File: src/rtl/mult_m_seq_if.sv
// Command/result bundle between the coprocessor decoder and the sequential matrix multiplier.
// The decoder side uses the master modport; the multiplier uses slave.
interface mult_m_seq_if #(
    parameter int unsigned N = 5,
    parameter int unsigned W = 8
);
    localparam int unsigned DW = $clog2(N + 1);

    logic               start;
    logic [DW-1:0]      dim;
    logic [N*N*W-1:0]   a_in;
    logic [N*N*W-1:0]   b_in;
    logic [N*N*W-1:0]   c_out;
    logic               busy;
    logic               done;
    logic               ovf;

    modport master (
        output start, dim, a_in, b_in,
        input  c_out, busy, done, ovf
    );

    modport slave (
        input  start, dim, a_in, b_in,
        output c_out, busy, done, ovf
    );
endinterface

File: src/rtl/mult_m_seq.sv
// Sequential signed matrix multiplier C = A x B, one result element per cycle,
// runtime active dimension, saturating or wrapping element results, sticky overflow.
module mult_m_seq #(
    parameter int unsigned N   = 5,
    parameter int unsigned W   = 8,
    parameter int unsigned SAT = 1
) (
    input  logic         clk,
    input  logic         rst,
    mult_m_seq_if.slave  bus
);
    localparam int unsigned DW = $clog2(N + 1);
    localparam int unsigned SW = 2 * W + $clog2(N);
    localparam int unsigned MW = N * N * W;

    localparam logic [1:0] StIdle = 2'd0;
    localparam logic [1:0] StLoad = 2'd1;
    localparam logic [1:0] StCalc = 2'd2;
    localparam logic [1:0] StDone = 2'd3;

    localparam logic [DW-1:0] DimMax = DW'(N);
    localparam logic [DW-1:0] DimOne = DW'(1);

    logic [1:0]           state_q;
    logic [MW-1:0]        a_q, b_q, c_q;
    logic [DW-1:0]        d_q, i_q, j_q;
    logic                 ovf_q;

    logic [DW-1:0]        dim_eff;
    logic signed [SW-1:0] sum;
    logic [SW-W:0]        sum_hi;
    logic                 elem_ovf;
    logic [W-1:0]         elem;
    logic                 last_col, last_row;

    always_comb begin
        dim_eff = bus.dim;
        if (bus.dim == '0 || bus.dim > DimMax) dim_eff = DimMax;
    end

    // N lanes, lane k forms A[i][k]*B[k][j]; lanes beyond the active dimension are masked.
    always_comb begin
        sum = '0;
        for (int k = 0; k < N; k++) begin
            logic signed [W-1:0]   av;
            logic signed [W-1:0]   bv;
            logic signed [2*W-1:0] prod;
            av   = a_q[(N*N - 1 - (int'(i_q) * N + k)) * W +: W];
            bv   = b_q[(N*N - 1 - (k * N + int'(j_q))) * W +: W];
            prod = av * bv;
            if (DW'(k) < d_q) sum = sum + SW'(prod);
        end
    end

    // The sum fits W signed bits only when all bits from W-1 upward agree.
    always_comb begin
        sum_hi   = sum[SW-1:W-1];
        elem_ovf = !((&sum_hi) || !(|sum_hi));
        elem     = sum[W-1:0];
        if (elem_ovf && SAT != 0) begin
            elem = sum[SW-1] ? {1'b1, {(W-1){1'b0}}} : {1'b0, {(W-1){1'b1}}};
        end
        last_col = (j_q == d_q - DimOne);
        last_row = (i_q == d_q - DimOne);
    end

    always_ff @(posedge clk or negedge rst) begin
        if (!rst) begin
            state_q <= StIdle;
            a_q     <= '0;
            b_q     <= '0;
            c_q     <= '0;
            d_q     <= '0;
            i_q     <= '0;
            j_q     <= '0;
            ovf_q   <= 1'b0;
        end else begin
            case (state_q)
                StIdle: begin
                    if (bus.start) begin
                        a_q     <= bus.a_in;
                        b_q     <= bus.b_in;
                        d_q     <= dim_eff;
                        state_q <= StLoad;
                    end
                end
                StLoad: begin
                    c_q     <= '0;
                    ovf_q   <= 1'b0;
                    i_q     <= '0;
                    j_q     <= '0;
                    state_q <= StCalc;
                end
                StCalc: begin
                    c_q[(N*N - 1 - (int'(i_q) * N + int'(j_q))) * W +: W] <= elem;
                    if (elem_ovf) ovf_q <= 1'b1;
                    if (last_col) begin
                        j_q <= '0;
                        if (last_row) state_q <= StDone;
                        else          i_q     <= i_q + DimOne;
                    end else begin
                        j_q <= j_q + DimOne;
                    end
                end
                default: state_q <= StIdle;
            endcase
        end
    end

    assign bus.c_out = c_q;
    assign bus.busy  = (state_q == StLoad) || (state_q == StCalc);
    assign bus.done  = (state_q == StDone);
    assign bus.ovf   = ovf_q;

endmodule

File: src/flat_wrapper.sv
// flat-port wrapper written by rule: the top's interface ports become plain ports
module mult_m_seq_flat 
#(
    parameter int unsigned N   = 5,
    parameter int unsigned W   = 8,
    parameter int unsigned SAT = 1
)
  (clk, rst, bus_start, bus_dim, bus_a_in, bus_b_in, bus_c_out, bus_busy, bus_done, bus_ovf);
  mult_m_seq_if #(.N(N), .W(W)) bus_i ();
  input  logic clk;
  input  logic rst;
  input wire logic [$bits(bus_i.start)-1:0] bus_start;
  input wire logic [$bits(bus_i.dim)-1:0] bus_dim;
  input wire logic [$bits(bus_i.a_in)-1:0] bus_a_in;
  input wire logic [$bits(bus_i.b_in)-1:0] bus_b_in;
  output wire logic [$bits(bus_i.c_out)-1:0] bus_c_out;
  output wire logic [$bits(bus_i.busy)-1:0] bus_busy;
  output wire logic [$bits(bus_i.done)-1:0] bus_done;
  output wire logic [$bits(bus_i.ovf)-1:0] bus_ovf;
  assign bus_i.start = bus_start;
  assign bus_i.dim = bus_dim;
  assign bus_i.a_in = bus_a_in;
  assign bus_i.b_in = bus_b_in;
  assign bus_c_out = bus_i.c_out;
  assign bus_busy = bus_i.busy;
  assign bus_done = bus_i.done;
  assign bus_ovf = bus_i.ovf;
  mult_m_seq #(.N(N), .W(W), .SAT(SAT)) u_core (.clk(clk), .rst(rst), .bus(bus_i));
endmodule
File: config.mk
export PLATFORM = sky130hd
export DESIGN_NAME = mult_m_seq_flat
export DESIGN_NICKNAME = d
export VERILOG_FILES = /design/src/rtl/mult_m_seq_if.sv /design/src/rtl/mult_m_seq.sv /design/src/flat_wrapper.sv
export SDC_FILE = /design/constraint.sdc
export NUM_CORES = 2
export LEC_CHECK = 0
export CAP_MARGIN = 25
export CORE_UTILIZATION = 50
export CTS_CLUSTER_DIAMETER = 120
export CTS_CLUSTER_SIZE = 16
export DETAILED_ROUTE_END_ITERATION = 7
export PLACE_DENSITY_LB_ADDON = 0.25
export SETUP_SLACK_MARGIN = 0.02
export SKIP_LAST_GASP = 1
export SLEW_MARGIN = 40
export SYNTH_ARGS = -nofsm -noshare
export SYNTH_HDL_FRONTEND = slang
export SYNTH_SLANG_ARGS = --single-unit
File: constraint.sdc
create_clock -name clk -period 33.7 [get_ports clk]
set_clock_uncertainty 0.2 [all_clocks]
set_input_delay 6.74 -clock clk [delete_from_list [all_inputs] [get_ports clk]]
set_output_delay 6.74 -clock clk [all_outputs]
set_load 0.01 [all_outputs]
== Word-level counts from Yosys, hierarchy flattened ==
Cells that the tools add are included.

* Logic and storage cells: 104
* Register bits: 612
* Output and inout port bits: 203
* Input port bits: 406

* Muxes and demuxes: 21
* $add $sub $neg: 28
* $mul: 6
* Eq/ne operators: 10
* Reduce and logical (&&, ||, !) cells: 13
* Shifts and indexed selects: 12
* Order comparisons: 6

{| class="wikitable"
|+ Operators with widths
! cell !! number
|-
| 200-bit by 33-bit variable part select with 8-bit output || 10
|-
| 200-bit one-hot mux with 2 select lines || 1
|-
| 5-bit by 29-bit subtractor with 29-bit output (first input constant) || 9
|-
| 200-bit bitwise mux || 1
|-
| 8-bit by 34-bit variable shift with 200-bit output (first input constant) || 1
|-
| 8-bit by 34-bit variable part select with 200-bit output || 1
|-
| 19-bit two-way mux || 5
|-
| 8-bit by 8-bit multiplier with 16-bit output || 5
|-
| 19-bit by 16-bit adder with 19-bit output || 4
|-
| 32-bit negation with 34-bit output || 1
|-
| 8-bit two-way mux || 2
|-
| 6-bit by 2-bit adder with 7-bit output (second input constant) || 2
|-
| 3-bit two-way mux || 4
|-
| 3-bit one-hot mux with 2 select lines || 2
|-
| 12-bit AND reduction || 1
|-
| 12-bit OR reduction || 1
|-
| 4-bit by 3-bit adder with 5-bit output (first input constant) || 2
|-
| 6-bit by 1-bit adder with 7-bit output (second input constant) || 1
|-
| 6-bit by 3-bit adder with 7-bit output || 1
|-
| 6-bit by 3-bit adder with 7-bit output (second input constant) || 1
|-
| 5-bit by 6-bit subtractor with 7-bit output (first input constant) || 1
|-
| 3-bit by 1-bit adder with 3-bit output (second input constant) || 2
|-
| 5-bit by 3-bit adder with 6-bit output (first input constant) || 1
|-
| 3-bit == test || 2
|-
| other kinds (23) || 35
|}

== Depth between registers and ports, before layout ==
* Depth after elaboration: 20
* Mapped depth: 94
* Mapped depth without buffers: 83

== Worst setup path before layout ==
OpenSTA, ideal clock, no wires.

* Path type: reg2reg
* Start: register u_core.i_q[0]
* End: register u_core.c_q[100] (netlist: u_core.bus.c_out[100])
* Buffers on the path: 12
* Arrival: 23.136 ns
* Setup slack: 10.290 ns
* Setup time: 0.074 ns
* Stages on the path, launching flop included: 87
* Cells stage by stage: dfrtp_1 > buf_2 > buf_4 > clkinv_1 > buf_1 > buf_2 > buf_1 > ha_1 > buf_2 > buf_4 > buf_4 > buf_2 > buf_2 > buf_2 > mux4_2 > mux4_2 > o211ai_1 > nor2_1 > [... 51 more ...] > fa_1 > fa_1 > fa_1 > inv_1 > fa_1 > ha_1 > ha_1 > o21ai_0 > nor2_1 > a211o_1 > a31oi_1 > xnor2_1 > nor2_2 > xnor3_2 > a31oi_4 > a22oi_4 > buf_6 > o21ai_2

* Cells in the longest elaborated chain, start to end: 20
* Elaborated cells between the ends (all ways): 42
* Those cells by class: add/sub: 16; mul: 6; shift: 7; mux: 9; reduce/logical: 4

{| class="wikitable"
|+ RTL lines
! what !! line !! text
|-
| start, declared || mult_m_seq.sv:26 || <nowiki>logic [DW-1:0] d_q, i_q, j_q;</nowiki>
|-
| start signal, assigned || mult_m_seq.sv:100 || <nowiki>else i_q <= i_q + DimOne;</nowiki>
|-
| 3-bit by 3-bit multiplier with 6-bit output * || mult_m_seq.sv:48, mult_m_seq.sv:95 ||
|-
| 6-bit by 1-bit adder with 7-bit output / 5-bit by 6-bit subtractor with 7-bit output (equally long branches) || mult_m_seq.sv:48 || <nowiki>av = a_q[(N*N - 1 - (int'(i_q) * N + k)) * W +: W];</nowiki>
|-
| 5-bit by 29-bit subtractor with 29-bit output / 200-bit by 33-bit variable part select with 8-bit output (equally long branches) || mult_m_seq.sv:48 ||
|-
| 200-bit by 33-bit variable part select with 8-bit output / 8-bit by 8-bit multiplier with 16-bit output (equally long branches) || mult_m_seq.sv:48, mult_m_seq.sv:50 ||
|-
| 8-bit by 8-bit multiplier with 16-bit output / 19-bit two-way mux (equally long branches) || mult_m_seq.sv:50, mult_m_seq.sv:51 ||
|-
| 19-bit by 16-bit adder with 19-bit output || mult_m_seq.sv:51 || <nowiki>if (DW'(k) < d_q) sum = sum + SW'(prod);</nowiki>
|-
| 19-bit two-way mux || mult_m_seq.sv:51 ||
|-
| 19-bit by 16-bit adder with 19-bit output || mult_m_seq.sv:51 ||
|-
| [... 4 more ...] || n/a ||
|-
| 19-bit two-way mux || mult_m_seq.sv:51 ||
|-
| 12-bit OR reduction || mult_m_seq.sv:58 || <nowiki>elem_ovf = !((&sum_hi) || !(|sum_hi));</nowiki>
|-
| 1-bit logical NOT || mult_m_seq.sv:58 ||
|-
| 1-bit logical OR || mult_m_seq.sv:58 ||
|-
| 8-bit two-way mux || mult_m_seq.sv:60 || <nowiki>if (elem_ovf && SAT != 0) begin</nowiki>
|-
| 8-bit by 34-bit variable part select with 200-bit output || mult_m_seq.sv:95 || <nowiki>c_q[(N*N - 1 - (int'(i_q) * N + int'(j_q))) * W +: W] <= elem;</nowiki>
|-
| 200-bit bitwise mux * || mult_m_seq.sv:95 ||
|-
| 200-bit one-hot mux with 2 select lines * || mult_m_seq.sv:78 || <nowiki>case (state_q)</nowiki>
|-
| end signal, assigned by index || mult_m_seq.sv:95 ||
|-
| end, declared || mult_m_seq.sv:25 || <nowiki>logic [MW-1:0] a_q, b_q, c_q;</nowiki>
|}

Mark *: on every way between the ends. The rest lies on a longest branch, timed or not.
A chain may end at the register's enable or synchronous reset.

== Worst setup path after layout ==
* Start: register u_core.j_q[0]
* End: register u_core.c_q[19] (netlist: u_core.bus.c_out[19])

* Cells in the longest elaborated chain, start to end: 19
* Elaborated cells between the ends (all ways): 41
* Those cells by class: add/sub: 16; mul: 5; shift: 7; mux: 9; reduce/logical: 4

{| class="wikitable"
|+ RTL lines
! what !! line !! text
|-
| start, declared || mult_m_seq.sv:26 ||
|-
| start signal, assigned || mult_m_seq.sv:102 || <nowiki>j_q <= j_q + DimOne;</nowiki>
|-
| 3-bit by 3-bit adder with 4-bit output / 5-bit by 3-bit subtractor with 6-bit output (equally long branches) || mult_m_seq.sv:49 || <nowiki>bv = b_q[(N*N - 1 - (k * N + int'(j_q))) * W +: W];</nowiki>
|-
| 5-bit by 29-bit subtractor with 29-bit output / 200-bit by 33-bit variable part select with 8-bit output (equally long branches) || mult_m_seq.sv:49 ||
|-
| 200-bit by 33-bit variable part select with 8-bit output / 8-bit by 8-bit multiplier with 16-bit output (equally long branches) || mult_m_seq.sv:49, mult_m_seq.sv:50 ||
|-
| 8-bit by 8-bit multiplier with 16-bit output / 19-bit two-way mux (equally long branches) || mult_m_seq.sv:50, mult_m_seq.sv:51 ||
|-
| 19-bit by 16-bit adder with 19-bit output || mult_m_seq.sv:51 ||
|-
| 19-bit two-way mux || mult_m_seq.sv:51 ||
|-
| 19-bit by 16-bit adder with 19-bit output || mult_m_seq.sv:51 ||
|-
| 19-bit two-way mux || mult_m_seq.sv:51 ||
|-
| [... 3 more ...] || n/a ||
|-
| 19-bit two-way mux || mult_m_seq.sv:51 ||
|-
| 12-bit OR reduction || mult_m_seq.sv:58 ||
|-
| 1-bit logical NOT || mult_m_seq.sv:58 ||
|-
| 1-bit logical OR || mult_m_seq.sv:58 ||
|-
| 8-bit two-way mux || mult_m_seq.sv:60 ||
|-
| 8-bit by 34-bit variable part select with 200-bit output || mult_m_seq.sv:95 ||
|-
| 200-bit bitwise mux * || mult_m_seq.sv:95 ||
|-
| 200-bit one-hot mux with 2 select lines * || mult_m_seq.sv:78 ||
|}

Marks and branches as above.

==> results.md <==
* Status: finished, final reports clean
* Routed len/inst at 25.84 µm
* Critical Path RT at 34.01 ns
* Setup TNS at 0 ns
* CP dominant cell by count: fa_1
* Seq/Total Area, Yosys at 27.65%
* Ys async rst share at 100.0%
* Largest net degree at the start of global routing at 158
* Syn_area_per_cell at 10.44 µm²
* Worst min path class: register to register
* Slowest CP cell: dfrtp_4
* Multi-input logic area at 36,860 µm²
* First DRT Iteration DRCs at 4,890
* First-pass GRT wire length at 283,100 µm
* Die area at 112,100 µm²
* Flops & latches, synth at 612
* Grt peak-use layer: met2
* Die height at 334.8 µm
* Period utilization at 76.90%
* CTS root buf: clkbuf_16
* Clock latency on the worst-skew pair at 0.64 ns
* Slowest stage delay, CP at 0.88 ns
* Reg2Reg Launch Point: u_core.j_q[0]
* Max H-tree Level at 2
* Initial core utilization at 50.67%
* I/O Pins at 609
* DR vias/cell at 6.094
* Detailed Place HPWL at 150,900 µm
* Fin. max-slew vios at 0
* Hold Slack at 0.2933 ns
* Synthesized instance count at 5,303
* RSZ-0062 raised after global routing: false
* Synth warn at 0
* Die W at 334.8 µm
* CP Class: register to register
* Buf/Inv on CP at 14
* TritonCTS clock tree: done
* Global Route Usage Sum at 33.68%
* Post-CTS setup buffers at 0
* Crit path launch type: register
* Actual slew at the worst max-slew pin at 0.9733 ns
* CP delay by family, top: adder cells
* Placement Rows at 121
* Post-Synthesis Cell Area at 55,380 µm²
* Routability cong. at 1.025
* Initial antenna violation count at 34
* Clock transition at path regs at 0.09 ns
* Layout cell share with drive strength beyond 1 at 19.81%
* Worst Reg2Reg Path Length in Cells at 81
* Final setup viols at 0
* Worst Hold End: u_core.bus.c_out[0]
* Syn Nets at 6,338
* Met2 Resource Use GR at 51.46%
* Critical-path maximum fanout at 51
* Register area at 15,320 µm²
* Cell Area, Placed at 63,080 µm²
* Nets@finish at 6,816
* Via count at 44,430
* Antenna Nets Post-Route at 0
* Placed Cells at 7,200
* Routed Wire Length at 188,400 µm
* Yosys cell types at 111
* Congestion Overflow GR at 0
* Fmax at 38.59 MHz
* Post-CTS Hold Buffers at 0
* Syn-to-layout area delta at 16.83%
* Post-CTS sizing at 0
* Hold path start: u_core.bus.c_out[0]
* Pre-antenna DRT Iters at 6
* Maxcap violations at 0
* Critical R2R Capture: u_core.bus.c_out[19]
* Synth Flop Type: dfrtp_1
* Hold path depth at 2
* M1 GR Usage at 46.48%
* DRC at 0
* Min Tclk post-route at 25.91 ns
* Arr. time, crit path at 26.23 ns
* Fin cells at 7,290
* Clock tree buffer depth at 3
* Routing usage on met3 at 6.748%
* FF-to-FF setup slack at 7.79 ns
* EDFF count, synth at 0
* CORE AREA at 109,300 µm²
* TritonCTS Buffers at 47
* Number of global-route vias before repair at 44,200
* Post-route design area at 64,700 µm²
* Fillcell total at 9,331
* Final Hold Fails at 0
* Port buffer count at 608
* CP endpoint kind: register
* Clock sink total at 612
* Worst rel slew slack at 34.72%
Yosys cell counts (16+ instances only):
cell type  count  area [µm²]
a211oi_1      58       435.4
a21o_1        22       165.2
a21oi_1      178       890.9
a22oi_1       18       135.1
a31oi_1       22       137.6
and2_1        25       156.4
and3_1        18       112.6
buf_2         91       455.4
buf_6         18       202.7
clkbuf_1     167       626.9
dfrtp_1      612       15310
fa_1         393        7868
ha_1         236        2953
inv_1        534        2004
mux2_2       463        5214
mux2i_1      257        2572
mux4_2       203        4572
nand2_1      353        1325
nand2b_1      39       244.0
nand3_1      240        1201
nand4_1       16       100.1
nor2_1       342        1284
nor2b_1       55       344.1
nor3_1        44       220.2
o211ai_1      48       360.4
o21ai_0      200        1001
o21ai_1       39       195.2
o21ai_2      141        1235
o221ai_1      18       157.7
o22ai_1       17       106.4
o31ai_1       22       165.2
or2_2         47       294.0
or3_1         17       106.4
xnor2_1       84       735.7
xor2_1        33       289.0
metrics by stage:
stage	util [%]	setup slack, ns
after floorplan	-	10.29
after global placement	57.45	8.324
after detailed placement	57.71	8.144
after CTS	58.95	8.005
after global routing	59.19	6.634
final	59.19	7.786
worst max-delay path by stage:
stage | cells after the start | to | slack [ns] | from
after floorplan | 86 | u_core.bus.c_out[100] | 10.29 | u_core.i_q[0]
after global placement | 80 | u_core.bus.c_out[9] | 8.32 | u_core.i_q[0]
after detailed placement | 81 | u_core.bus.c_out[19] | 8.14 | u_core.j_q[0]
after CTS | 81 | u_core.bus.c_out[19] | 8.01 | u_core.j_q[0]
after global routing | 81 | u_core.bus.c_out[19] | 6.63 | u_core.j_q[0]
final | 81 | u_core.bus.c_out[19] | 7.79 | u_core.j_q[0]
final cells by class:
class | instances | share of cell area, %
antenna | 23 | 0.08895
clock buffer | 51 | 1.907
clock inverter | 8 | 0.1818
inverter | 539 | 3.127
multi-input combinational | 3846 | 56.97
sequential | 612 | 23.68
tap | 1476 | 2.854
timing repair buffer | 735 | 11.19
metal layers:
| layer | part of all wire, % | wire, µm | vias to the layer above |
|---|---|---|---|
| li1 | - | - | 19530 |
| met1 | 41 | 76980 | 22290 |
| met2 | 45 | 85360 | 2224 |
| met3 | 9.3 | 17580 | 382 |
| met4 | 4.5 | 8420 | 8 |
| met5 | 0.030 | 57 | - |
flip-flops by register name (all words and copies together) (netlist names):
name / flops
u_core.a_q: 200
u_core.b_q: 200
u_core.bus.c_out: 200
u_core.d_q: 3
u_core.i_q: 3
u_core.j_q: 3
u_core.state_q: 2
u_core.bus.ovf: 1
logic make-up (layout without fill, tap and decap cells):
logic type | Yosys count | count (layout) | share of synthesized area (%)
muxes | 923 | 923 | 22.31
and+or+nand+nor | 1254 | 1254 | 10.55
AOI/OAI and AO/OA | 914 | 914 | 11.50
DFF | 612 | 612 | 27.65
other | 0 | 23 | 0
buffers and inverters | 845 | 1333 | 6.276
xor gates and xnor gates | 125 | 125 | 2.151
adders and majority gates | 630 | 630 | 19.56
worst min-delay path: stages, from the launching register on:
cell	delay (ns)
dfrtp_1	0.35
nand2_1	0.04
o21ai_0	0.07
cell usage in the layout, fill, tap and decap left out, types with 75 or more instances in the layout:
cell and count:
clkdlybuf4s50_1 607, nand2_1 349, fa_1 393, nand3_1 237
mux2_2 463, inv_1 534, mux4_2 203, dfrtp_1 610
o21ai_0 193, ha_1 234, buf_4 93, o21ai_2 144
a21oi_1 176, xnor2_1 75, mux2i_1 256, nor2_1 341
Power is not shown: default switching activity piles up to over one toggle a cycle in this logic, so the estimate is an artifact.
